==> src/rtl/axis_pkg.sv <==
// Shared types for the two-source AXI-Stream merger.
package axis_pkg;

  typedef enum logic [1:0] {
    IDLE   = 2'd0,
    GRANT1 = 2'd1,
    GRANT2 = 2'd2
  } state_t;

  localparam logic SRC_IN1 = 1'b0;
  localparam logic SRC_IN2 = 1'b1;

endpackage

==> src/rtl/rr_arbiter2.sv <==
// Two-request round-robin tie-break; gnt_o[0] = in1, gnt_o[1] = in2.
module rr_arbiter2
  import axis_pkg::*;
(
  input  logic [1:0] req_i,
  input  logic       last_i,
  output logic [1:0] gnt_o
);

  always_comb begin
    gnt_o = 2'b00;
    unique case (req_i)
      2'b01:   gnt_o = 2'b01;
      2'b10:   gnt_o = 2'b10;
      2'b11:   gnt_o = (last_i == SRC_IN2) ? 2'b01 : 2'b10;
      default: gnt_o = 2'b00;
    endcase
  end

endmodule

==> src/rtl/axis_merger.sv <==
// Merges two AXI-Stream sources into one registered output stream.
// Define AXIS_MERGER_PACKET_LOCK_EN to hold a grant until tlast.
module axis_merger
  import axis_pkg::*;
#(
  parameter int DATA_W = 32
) (
  input  logic              axis_aclk,
  input  logic              axis_areset,
  input  logic              in1_axis_tvalid,
  output logic              in1_axis_tready,
  input  logic [DATA_W-1:0] in1_axis_tdata,
  input  logic              in1_axis_tlast,
  input  logic              in2_axis_tvalid,
  output logic              in2_axis_tready,
  input  logic [DATA_W-1:0] in2_axis_tdata,
  input  logic              in2_axis_tlast,
  output logic              out_axis_tvalid,
  input  logic              out_axis_tready,
  output logic [DATA_W-1:0] out_axis_tdata,
  output logic              out_axis_tlast,
  output logic              out_axis_tuser
);

  state_t              state_q, state_d;
  logic                last_q, last_d;
  logic                vld_q, vld_d;
  logic [DATA_W-1:0]   data_q, data_d;
  logic                tlast_q, tlast_d;
  logic                user_q, user_d;
  logic [1:0]          gnt;
  logic                room;
  logic                acc1, acc2, acc;
  logic                end_grant;

  rr_arbiter2 u_arb (
    .req_i  ({in2_axis_tvalid, in1_axis_tvalid}),
    .last_i (last_q),
    .gnt_o  (gnt)
  );

  // Output register can take a beat if empty or draining this cycle
  assign room = !vld_q || out_axis_tready;

  assign in1_axis_tready = (state_q == GRANT1) && room;
  assign in2_axis_tready = (state_q == GRANT2) && room;

  assign acc1 = in1_axis_tvalid && in1_axis_tready;
  assign acc2 = in2_axis_tvalid && in2_axis_tready;
  assign acc  = acc1 || acc2;

`ifdef AXIS_MERGER_PACKET_LOCK_EN
  logic acc_last;
  assign acc_last  = acc1 ? in1_axis_tlast : in2_axis_tlast;
  assign end_grant = acc && acc_last;
`else
  assign end_grant = acc;
`endif

  always_comb begin
    state_d = state_q;
    last_d  = last_q;
    unique case (state_q)
      IDLE: begin
        if (gnt[0]) begin
          state_d = GRANT1;
          last_d  = SRC_IN1;
        end else if (gnt[1]) begin
          state_d = GRANT2;
          last_d  = SRC_IN2;
        end
      end
      GRANT1,
      GRANT2: begin
        if (end_grant) state_d = IDLE;
      end
      default: state_d = IDLE;
    endcase
  end

  always_comb begin
    vld_d   = vld_q;
    data_d  = data_q;
    tlast_d = tlast_q;
    user_d  = user_q;
    if (acc) begin
      vld_d   = 1'b1;
      data_d  = acc2 ? in2_axis_tdata : in1_axis_tdata;
      tlast_d = acc2 ? in2_axis_tlast : in1_axis_tlast;
      user_d  = acc2 ? SRC_IN2 : SRC_IN1;
    end else if (vld_q && out_axis_tready) begin
      vld_d = 1'b0;
    end
  end

  always_ff @(posedge axis_aclk or posedge axis_areset) begin
    if (axis_areset) begin
      state_q <= IDLE;
      last_q  <= SRC_IN2;
      vld_q   <= 1'b0;
      data_q  <= '0;
      tlast_q <= 1'b0;
      user_q  <= 1'b0;
    end else begin
      state_q <= state_d;
      last_q  <= last_d;
      vld_q   <= vld_d;
      data_q  <= data_d;
      tlast_q <= tlast_d;
      user_q  <= user_d;
    end
  end

  assign out_axis_tvalid = vld_q;
  assign out_axis_tdata  = data_q;
  assign out_axis_tlast  = tlast_q;
  assign out_axis_tuser  = user_q;

endmodule

==> config.mk <==
export PLATFORM = sky130hd
export DESIGN_NAME = axis_merger
export DESIGN_NICKNAME = d
export VERILOG_FILES = /design/src/rtl/axis_pkg.sv /design/src/rtl/rr_arbiter2.sv /design/src/rtl/axis_merger.sv
export SDC_FILE = /design/constraint.sdc
export NUM_CORES = 1
export LEC_CHECK = 0
export BUFFER_PORTS_ARGS = -buffer_cell sky130_fd_sc_hd__buf_2
export CORE_AREA = 4 4 93 95
export CTS_BUF_LIST = sky130_fd_sc_hd__clkbuf_4 sky130_fd_sc_hd__clkbuf_8 sky130_fd_sc_hd__clkbuf_16
export DETAILED_ROUTE_END_ITERATION = 7
export DIE_AREA = 0 0 97 99
export GPL_TIMING_DRIVEN = 0
export SKIP_CTS_REPAIR_TIMING = 1
export SLEW_MARGIN = 20
export SYNTH_ARGS = -nofsm -noshare
export SYNTH_HDL_FRONTEND = slang
export SYNTH_SLANG_ARGS = --single-unit
==> constraint.sdc <==
create_clock -name axis_aclk -period 1.58 [get_ports axis_aclk]
set_input_delay 0.316 -clock axis_aclk [delete_from_list [all_inputs] [get_ports axis_aclk]]
set_output_delay 0.316 -clock axis_aclk [all_outputs]
set_load 0.02 [all_outputs]
==> results of run 1 <==
metrics by stage:
step	area (um^2)	instances	utilization	total power, uW	hold WS [ps]
detailed placement	2680	434	0.346	4610	293
global placement	2660	433	0.344	4550	491
floorplan	2000	225	-	3590	469
global route	3030	452	0.392	6270	274
CTS	2790	442	0.361	5410	-29.7
finish	3030	452	0.392	5820	271
layout by cell type (no fill, tap or decap), types with 5 or more instances in the layout:
cell,n
a21oi_1,32
a31oi_1,34
buf_2,110
buf_4,16
clkbuf_8,8
dfrtp_1,37
nand3_1,33
o21ai_0,29
o21ai_1,5
worst min-delay path by stage:
stage,start,to,slack [ps],cells past startpoint
after floorplan,in2_axis_tvalid,last_q$_DFFE_PP1P_,470,2
after global placement,out_axis_tuser$_DFFE_PP0P_,out_axis_tuser$_DFFE_PP0P_,490,2
after detailed placement,axis_areset,out_axis_tdata[6]$_DFFE_PP0P_,290,2
after CTS,axis_areset,out_axis_tdata[6]$_DFFE_PP0P_,-30,2
after global routing,in2_axis_tdata[7],out_axis_tdata[7]$_DFFE_PP0P_,270,3
final,in1_axis_tvalid,last_q$_DFFE_PP1P_,270,2
cells by family (layout without fill, tap and decap cells):
family                     Yosys count  count (layout)  synth area share
AOI/OAI and AO/OA                  104             104             0.290
DFF                                 38              38             0.477
and+or+nand+nor                     49              49             0.131
adders and majority gates            3               3            0.0188
muxes                                2               2            0.0106
buffers and inverters               29             154            0.0733
cell type report:
class | instances | area, um^2 | share of cell area
Buffer | 26 | 206 | 0.0682
Sequential cell | 38 | 952 | 0.315
Inverter | 3 | 11.3 | 0.00372
Clock buffer | 8 | 110 | 0.0364
Tap cell | 102 | 128 | 0.0422
Timing Repair Buffer | 117 | 641 | 0.212
Multi-Input combinational cell | 158 | 978 | 0.323
power groups by stage:
stage	clock [uW]	combinational [uW]	sequential, uW
after floorplan	0	1330	2260
after global placement	0	2820	1730
after detailed placement	0	2870	1730
after CTS	816	2880	1720
after global routing	858	3620	1790
final	793	3300	1730
sequential cells by signal, indices dropped and copies added, names as in the netlist:
| name | count |
|---|---|
| out_axis_tdata | 32 |
| out_axis_tvalid | 1 |
| state_q | 2 |
| last_q | 1 |
| out_axis_tlast | 1 |
| out_axis_tuser | 1 |
metal layers:
layer	up-vias	track usage	part of all wire
met5	-	0	0
met3	6	0.0347	0.058
met4	0	0.0356	0.0090
met1	1122	0.190	0.43
li1	1085	-	-
met2	78	0.244	0.50
==> impl_metrics.toml, run 1 <==
[outcome]
outcome = "finished with violations"
failing_checks = "negative setup slack"

[placement]
port_buffers = 106
finalWeightedCongestion = 0.777
place_worst_setup_slack_ps = -183
post-dp-hpwl_um = 5330

[route]
detailroute.via_count = 2291
number_of_iterations_in_the_first_detailed_routing_pass = 4
drt_first_iter_violations = 88
via_per_inst = 5.07
drt.antenna.violating_nets = 0
route.detailed.drc = 0
drt-wirelength-per-cell_um = 16.2
wl_um = 7310

[power]
power_leakage_uw = 0.00135
power-per-cell-area_mw_per_mm2 = 1920
clockPowerShare = 0.136
p_comb_frac = 0.567
cell_int_power_uw = 3270
share_seq_of_total_power = 0.296
power.share.switching = 0.438
switchingPower_uw = 2550
ir_worst_vdd_mv = 0.511

[logic_synthesis]
post_synth_num_cell_types = 26
synth_seq_area_share = 0.477
synth_largest_area_cell = "dfrtp_1"
synth_nets = 299
synth.ff_latch_count = 38
netlist_top_cells_area = "dfrtp_1 46%, a31oi_1 11%, o21ai_0 8.5%"
area_share_of_the_leading_cell_type_in_the_synthesized_netlist = 0.463
share_of_synthesized_flip_flops_with_an_asynchronous_set_or_reset = 1.00
post_synth_instance_area_mm2 = 0.00200
synth_edf_count = 0
yosys_most_used_dff = "dfrtp_1"
syn-instance-count = 225
postSynthAreaPerCell_um2 = 8.88
yosysMostFrequentCell = "dfrtp_1"
synthesis.yosys.warnings = 0
synth_commonest_cells = "37 x dfrtp_1, 34 x a31oi_1, 34 x o21ai_0"

[floorplan]
io_pins = 108
die_area_mm2 = 0.00960
placeableCoreArea_mm2 = 0.00773
fp.dieW_um = 97
start_util = 0.259
rows = 32
floorplan.die.height_um = 99

[flow_run]
max_cap_viol_count = 0

[global_routing]
grt_antenna_before_repair = 0
via_count_of_the_first_global_routing_pass = 2285
grt.total_usage = 0.146
grt_start_max_net_pins = 27
gr-total-overflow = 0
grt_first_pass_wirelength_um = 11400

[worst_setup_path]
setup.worst_path.start = "state_q[0]$_DFFE_PP0P_"
worst_r2r_startpoint = "state_q[0]$_DFFE_PP0P_"
worstPathRequired_ps = 1750
timing.critical_path.to = "state_q[1]$_DFFE_PP0P_"
critical_path.startpoint_type = "register"
critPathSlowestCell = "dfrtp_1"
crit_path_max_fanout = 3
worst-path-stages = 5
cp.arrival_ps = 1880
critical_path.n_buffers_inverters = 1
worst_path_largest_cell_delay_ps = 420
critPathTopFamily = "flip-flops"
cp_cell_sequence = "inv_2 -> ha_4 -> and3b_1 -> a311oi_4 -> mux2_4"
end_kind = "register"
reg2reg_slack_ps = -130
worstReg2RegEnd = "state_q[1]$_DFFE_PP0P_"
critical_path_class = "reg2reg"
r2r.worst_path.cells = 5

[timing]
tightest_slew_ps = 465
timing.clock.skew_ps = 5.90
fin_ws_ps = -125
timing.max_slew.rel_slack = 0.690
setup_viol_count_final = 3
drv_slew = 0
final.period_utilization = 1.08
grt_setup_unrepaired = "yes"
fmax_ghz = 0.586
timing.final.crit_period_ps = 1710
tns_ps = -206
timing_hold_violations_final = 0

[cts]
clk-insertion-delay-late_ps = 290
cts_buffers = 5
htree_num_levels = 2
clock-sinks = 38
worst_setup_hold_path_clk_slew_ps = 70
root_buffer = "clkbuf_8"
cts_max_path_buffers = 2
cts_tree = "yes"

[cells_and_area]
filler_cell_count = 865
area_growth_pct = 51.5
layout.nets = 423
num_antenna_cells = 0
drive_above_1_share = 0.466

[worst_hold_path]
hold_path_class = "in2reg"
Note: power is estimated with default switching activity, not from simulation.
==> run 2: changes to the inputs <==
- ABC_AREA: default -> 1
- CORE_AREA: 4 4 93 95 -> 4 4 96 98
- DIE_AREA: 0 0 97 99 -> 0 0 100 102
- GPL_TIMING_DRIVEN: 0 -> default
==> run 2 against run 1 <==
The run still ends with negative setup slack left; design area down 1.0%; largest power group unchanged; hold slack worse by 230 ps; critical path depth unchanged; register-to-register slack better by 230 ps; total power down 14%; utilization down 3.8 points; first-iteration DRC count down 81%; global-route usage down 3.8 points; synthesized area up 7.0%; clock skew about the same.
==> impl_metrics.toml, run 2 <==
[outcome]
outcome = "finished with violations"
failing_checks = "negative setup slack"

[floorplan]
fp.dieW_um = 100
start_util = 0.252
die_area_mm2 = 0.0102
floorplan.die.height_um = 102
placeableCoreArea_mm2 = 0.00847
rows = 34
io_pins = 108

[worst_setup_path]
worst_path_largest_cell_delay_ps = 400
cp.arrival_ps = 1340
cp_cell_sequence = "inv_2 -> ha_4 -> a21boi_2 -> buf_4 -> buf_6"
end_kind = "primary output"
worst_r2r_startpoint = "state_q[1]$_DFFE_PP0P_"
crit_path_max_fanout = 3
reg2reg_slack_ps = 100
critical_path.n_buffers_inverters = 3
worstPathRequired_ps = 1260
critPathSlowestCell = "dfrtp_1"
critical_path.startpoint_type = "register"
r2r.worst_path.cells = 8
critPathTopFamily = "flip-flops"
worstReg2RegEnd = "out_axis_tdata[6]$_DFFE_PP0P_"
critical_path_class = "reg2out"

[logic_synthesis]
yosysMostFrequentCell = "nand2_1"
synthesis.yosys.warnings = 0
synth_commonest_cells = "106 x nand2_1, 38 x inv_1, 37 x dfrtp_1"
synth.ff_latch_count = 38
netlist_top_cells_area = "dfrtp_1 43%, nand2_1 19%, o211ai_2 16%"
synth_seq_area_share = 0.446
post_synth_num_cell_types = 19
synth_edf_count = 0
synth_largest_area_cell = "dfrtp_1"
syn-instance-count = 250
postSynthAreaPerCell_um2 = 8.55
yosys_most_used_dff = "dfrtp_1"
area_share_of_the_leading_cell_type_in_the_synthesized_netlist = 0.433
synth_nets = 324
post_synth_instance_area_mm2 = 0.00214
share_of_synthesized_flip_flops_with_an_asynchronous_set_or_reset = 1.00

[global_routing]
grt_first_pass_wirelength_um = 8910
via_count_of_the_first_global_routing_pass = 1881
grt_antenna_before_repair = 0
grt_start_max_net_pins = 39
gr-total-overflow = 0
grt.total_usage = 0.108

[route]
drt.antenna.violating_nets = 0
detailroute.via_count = 2002
drt_first_iter_violations = 17
number_of_iterations_in_the_first_detailed_routing_pass = 4
wl_um = 5580
drt-wirelength-per-cell_um = 11.8
via_per_inst = 4.23
route.detailed.drc = 0

[timing]
timing.max_slew.rel_slack = 0.832
grt_setup_unrepaired = "yes"
fmax_ghz = 0.604
setup_viol_count_final = 2
timing.clock.skew_ps = 6.15
timing_hold_violations_final = 0
tightest_slew_ps = 250
drv_slew = 0
fin_ws_ps = -75.1
final.period_utilization = 1.05
timing.final.crit_period_ps = 1660

[cells_and_area]
num_antenna_cells = 0
layout.cells.most_common_list = "106 x nand2_1, 105 x buf_2, 37 x dfrtp_1, 35 x inv_1, 27 x o211ai_2"
filler_cell_count = 877
final_core_util = 0.354
area_growth_pct = 40.2
finalInstanceArea_mm2 = 0.00300
drive_above_1_share = 0.449
layout.nets = 438
largest_register_ff_count = 32
mostFrequentLayoutCell = "nand2_1"

[power]
power.share.switching = 0.437
p_comb_frac = 0.517
power-per-cell-area_mw_per_mm2 = 1670
clockPowerShare = 0.145
switchingPower_uw = 2180
ir_worst_vdd_mv = 0.666
share_seq_of_total_power = 0.339
cell_int_power_uw = 2810
power_leakage_uw = 0.00181

[flow_run]
max_cap_viol_count = 0

[placement]
finalWeightedCongestion = 0.802
dpl_cell_area_mm2 = 0.00283
port_buffers = 107
post-dp-hpwl_um = 4220

[cts]
clk-insertion-delay-late_ps = 290
cts_tree = "yes"
worst_setup_hold_path_clk_slew_ps = 80
cts_max_path_buffers = 2
clock-sinks = 38
htree_num_levels = 2
root_buffer = "clkbuf_8"
cts_buffers = 5

[worst_hold_path]
hold_path_class = "in2async"
## run 2: changes by cell type in the layout (fill, tap and decap cells not counted), moves of 5 or more
cell | before | now
a21oi_1 | 32 | 3
o211ai_2 | 0 | 27
a31oi_1 | 34 | 0
o21ai_0 | 29 | 0
buf_2 | 110 | 105
buf_4 | 16 | 7
o21ai_1 | 5 | 0
nand2_1 | 2 | 106
nand3_1 | 33 | 8
inv_1 | 0 | 35
## run 2: layer usage
| layer | vias up | GRT usage | wire length, um |
|---|---|---|---|
| met5 | - | 0 | 0 |
| met4 | 0 | 0.0363 | 78 |
| met3 | 11 | 0.0266 | 437 |
| met2 | 73 | 0.180 | 2550 |
| met1 | 902 | 0.138 | 2510 |
| li1 | 1016 | - | - |
## run 2: cells by family after synthesis
logic type	count (synthesis)	synth area share
and+or+nand+nor	121	0.224
buffers and inverters	52	0.126
adders and majority gates	3	0.0176
AOI/OAI and AO/OA	36	0.186
DFF	38	0.446
## run 2: worst max-delay path by stage
stage                                     to  cells after the start                   start
2_1_floorplan                in2_axis_tready                      3  state_q[0]$_DFFE_PP0P_
3_3_place_gp                 in1_axis_tready                      4  state_q[1]$_DFFE_PP0P_
3_5_place_dp   out_axis_tdata[6]$_DFFE_PP0P_                      7  state_q[0]$_DFFE_PP0P_
4_1_cts                      in2_axis_tready                      5  state_q[0]$_DFFE_PP0P_
5_1_grt                      in2_axis_tready                      5  state_q[0]$_DFFE_PP0P_
6_report                     in2_axis_tready                      5  state_q[0]$_DFFE_PP0P_
## run 2: cell type report
| cell class | instances | area [um^2] | share of cell area |
|---|---|---|---|
| clock inverter | 1 | 5.00 | 0.00167 |
| timing repair buffer | 120 | 712 | 0.238 |
| sequential | 38 | 952 | 0.318 |
| multi-input combinational | 160 | 955 | 0.319 |
| tap | 108 | 135 | 0.0451 |
| clock buffer | 7 | 90.1 | 0.0301 |
| inverter | 39 | 146 | 0.0489 |
## run 2: stage by stage
| stage | setup WS, ps | TNS, ps | cells | hold WS [ps] | power, uW |
|---|---|---|---|---|---|
| after detailed placement | 61.9 | 0 | 462 | 366 | 4200 |
| after global routing | -146 | -279 | 473 | 58.0 | 5380 |
| after floorplan | 25.0 | 0 | 250 | 464 | 3330 |
| final | -75.1 | -148 | 473 | 46.2 | 4990 |
| after CTS | -253 | -504 | 470 | 45.7 | 4960 |
| after global placement | 121 | 0 | 462 | 363 | 4150 |
## run 2: power groups by stage
stage          registers (uW)  logic (uW)  clock network [uW]
6_report                 1690        2580                 722
5_1_grt                  1750        2840                 794
4_1_cts                  1680        2510                 761
3_5_place_dp             1690        2510                   0
3_3_place_gp             1690        2460                   0
2_1_floorplan            2200        1130                   0
## run 2: worst reg2reg max path, cell delays in order (launching register included)
cell and delay, ps:
dfrtp_1 440, inv_2 80, ha_1 170, nand3_1 160
nand2_4 150, inv_2 60, buf_4 180, nand2_1 60
nand2_1 60
==> run 3: changes to the inputs <==
- RECOVER_POWER: default -> 50
==> run 3 against run 2 <==
Combinational power shrank 2%; critical path depth did not move; critical path type unchanged; clock-buffer cell count unchanged; clock skew about the same; first-iteration DRC count grew 18%; fmax hardly changed; utilization fell by 0.43 points; global-route usage did not move; die area is the same; hold slack better by 230 ps; the flow still finishes with violations (negative setup slack); register-to-register slack hardly changed.
==> impl_metrics.toml, run 3 (same netlist as run 2, synthesis figures left out) <==
[timing]
drv_slew = 0
timing.max_slew.rel_slack = 0.353
grt_setup_unrepaired = "yes"
fmax_ghz = 0.604
fin_ws_ps = -75.0
timing.final.crit_period_ps = 1660
timing.clock.skew_ps = 6.58
tightest_slew_ps = 971
setup_viol_count_final = 2
final.period_utilization = 1.05
timing_hold_violations_final = 0

[route]
via_per_inst = 4.22
drt_first_iter_violations = 20
wl_um = 5610
detailroute.via_count = 1994
drt.antenna.violating_nets = 0
drt-wirelength-per-cell_um = 11.9
number_of_iterations_in_the_first_detailed_routing_pass = 4
route.detailed.drc = 0

[worst_setup_path]
critical_path_class = "reg2out"
cp.arrival_ps = 1340
end_kind = "primary output"
crit_path_max_fanout = 3
worstPathRequired_ps = 1260
critical_path.startpoint_type = "register"

[cells_and_area]
stdcell_count = 473
layout.nets = 438
final_core_util = 0.350
num_antenna_cells = 0
largest_register_ff_count = 32
filler_cell_count = 887
drive_above_1_share = 0.403
area_of_combinational_cells_with_multiple_inputs_um2 = 955
mostFrequentLayoutCell = "nand2_1"
area_growth_pct = 38.5
sequential_cell_area_um2 = 952
layout.cells.most_common_list = "106 x nand2_1, 88 x buf_2, 37 x dfrtp_1, 35 x inv_1, 27 x o211ai_2"

[flow_run]
max_cap_viol_count = 0

[placement]
place_worst_setup_slack_ps = 61.9
port_buffers = 107
placedCellCount = 462
post-dp-hpwl_um = 4220
finalWeightedCongestion = 0.802

[global_routing]
grt_antenna_before_repair = 0
grt.total_usage = 0.108
grt_start_max_net_pins = 39
gr-total-overflow = 0
via_count_of_the_first_global_routing_pass = 1881
grt_first_pass_wirelength_um = 8910

[power]
post-layout-total-power_uw = 4930
ir_worst_vdd_mv = 0.666
power-per-cell-area_mw_per_mm2 = 1670
power_leakage_uw = 0.00175

[outcome]
outcome = "finished with violations"
failing_checks = "negative setup slack"

[floorplan]
rows = 34
fp.dieW_um = 100
floorplan.die.height_um = 102
start_util = 0.252
die_area_mm2 = 0.0102
placeableCoreArea_mm2 = 0.00847
io_pins = 108

[cts]
cts_max_path_buffers = 2
cts_buffers = 5
clock-sinks = 38
worst_setup_hold_path_clk_slew_ps = 80
clk-insertion-delay-late_ps = 290
cts_tree = "yes"
htree_num_levels = 2
root_buffer = "clkbuf_8"

[worst_hold_path]
hold_path_class = "in2reg"
==> run 3: worst max-delay path, cell delays in order, from the launching register on <==
cell and delay (ps):
dfrtp_1 400, inv_2 70, ha_4 170, a21boi_2 150, buf_4 140, buf_6 120
==> run 3: final timing paths <==
| check | from | end | slack [ps] | cells after the start |
|---|---|---|---|---|
| min in group asynchronous | axis_areset | out_axis_tdata[2]$_DFFE_PP0P_ | 320 | 3 |
| max reg2reg | state_q[1]$_DFFE_PP0P_ | out_axis_tdata[6]$_DFFE_PP0P_ | 100 | 8 |
| min | in2_axis_tdata[2] | out_axis_tdata[2]$_DFFE_PP0P_ | 270 | 3 |
| max in group asynchronous | axis_areset | out_axis_tdata[26]$_DFFE_PP0P_ | 670 | 3 |
| max | state_q[0]$_DFFE_PP0P_ | in2_axis_tready | -80 | 5 |
| min reg2reg | out_axis_tdata[5]$_DFFE_PP0P_ | out_axis_tdata[5]$_DFFE_PP0P_ | 480 | 2 |
==> run 3: cell type report <==
| class | count | area share |
|---|---|---|
| flip-flops and latches | 38 | 0.322 |
| inverters | 39 | 0.0495 |
| clock inverters | 1 | 0.00169 |
| clock buffers | 7 | 0.0304 |
| multi-input cells | 160 | 0.323 |
| repair buffers | 120 | 0.228 |
| well taps | 108 | 0.0457 |
==> run 3: per-stage QoR <==
step / area (um^2) / hold slack [ps] / setup TNS, ps
floorplan: 2140 / 464 / 0
global placement: 2830 / 363 / 0
detailed placement: 2830 / 366 / 0
CTS: 2920 / 45.7 / -504
global route: 2960 / 268 / -279
finish: 2960 / 273 / -148
==> run 3: power breakdown <==
part	internal (uW)	total, uW	switching [uW]
sequential	1440	1700	259
combinational	938	2520	1580
clock	370	720	350
==> run 3: per-layer routing <==
metal  vias up  wire length [um]  track usage
li1       1017                 -            -
met1       893              2520        0.138
met2        73              2560        0.180
met3        11               449       0.0266
met4         0                78       0.0363
met5         -                 0            0
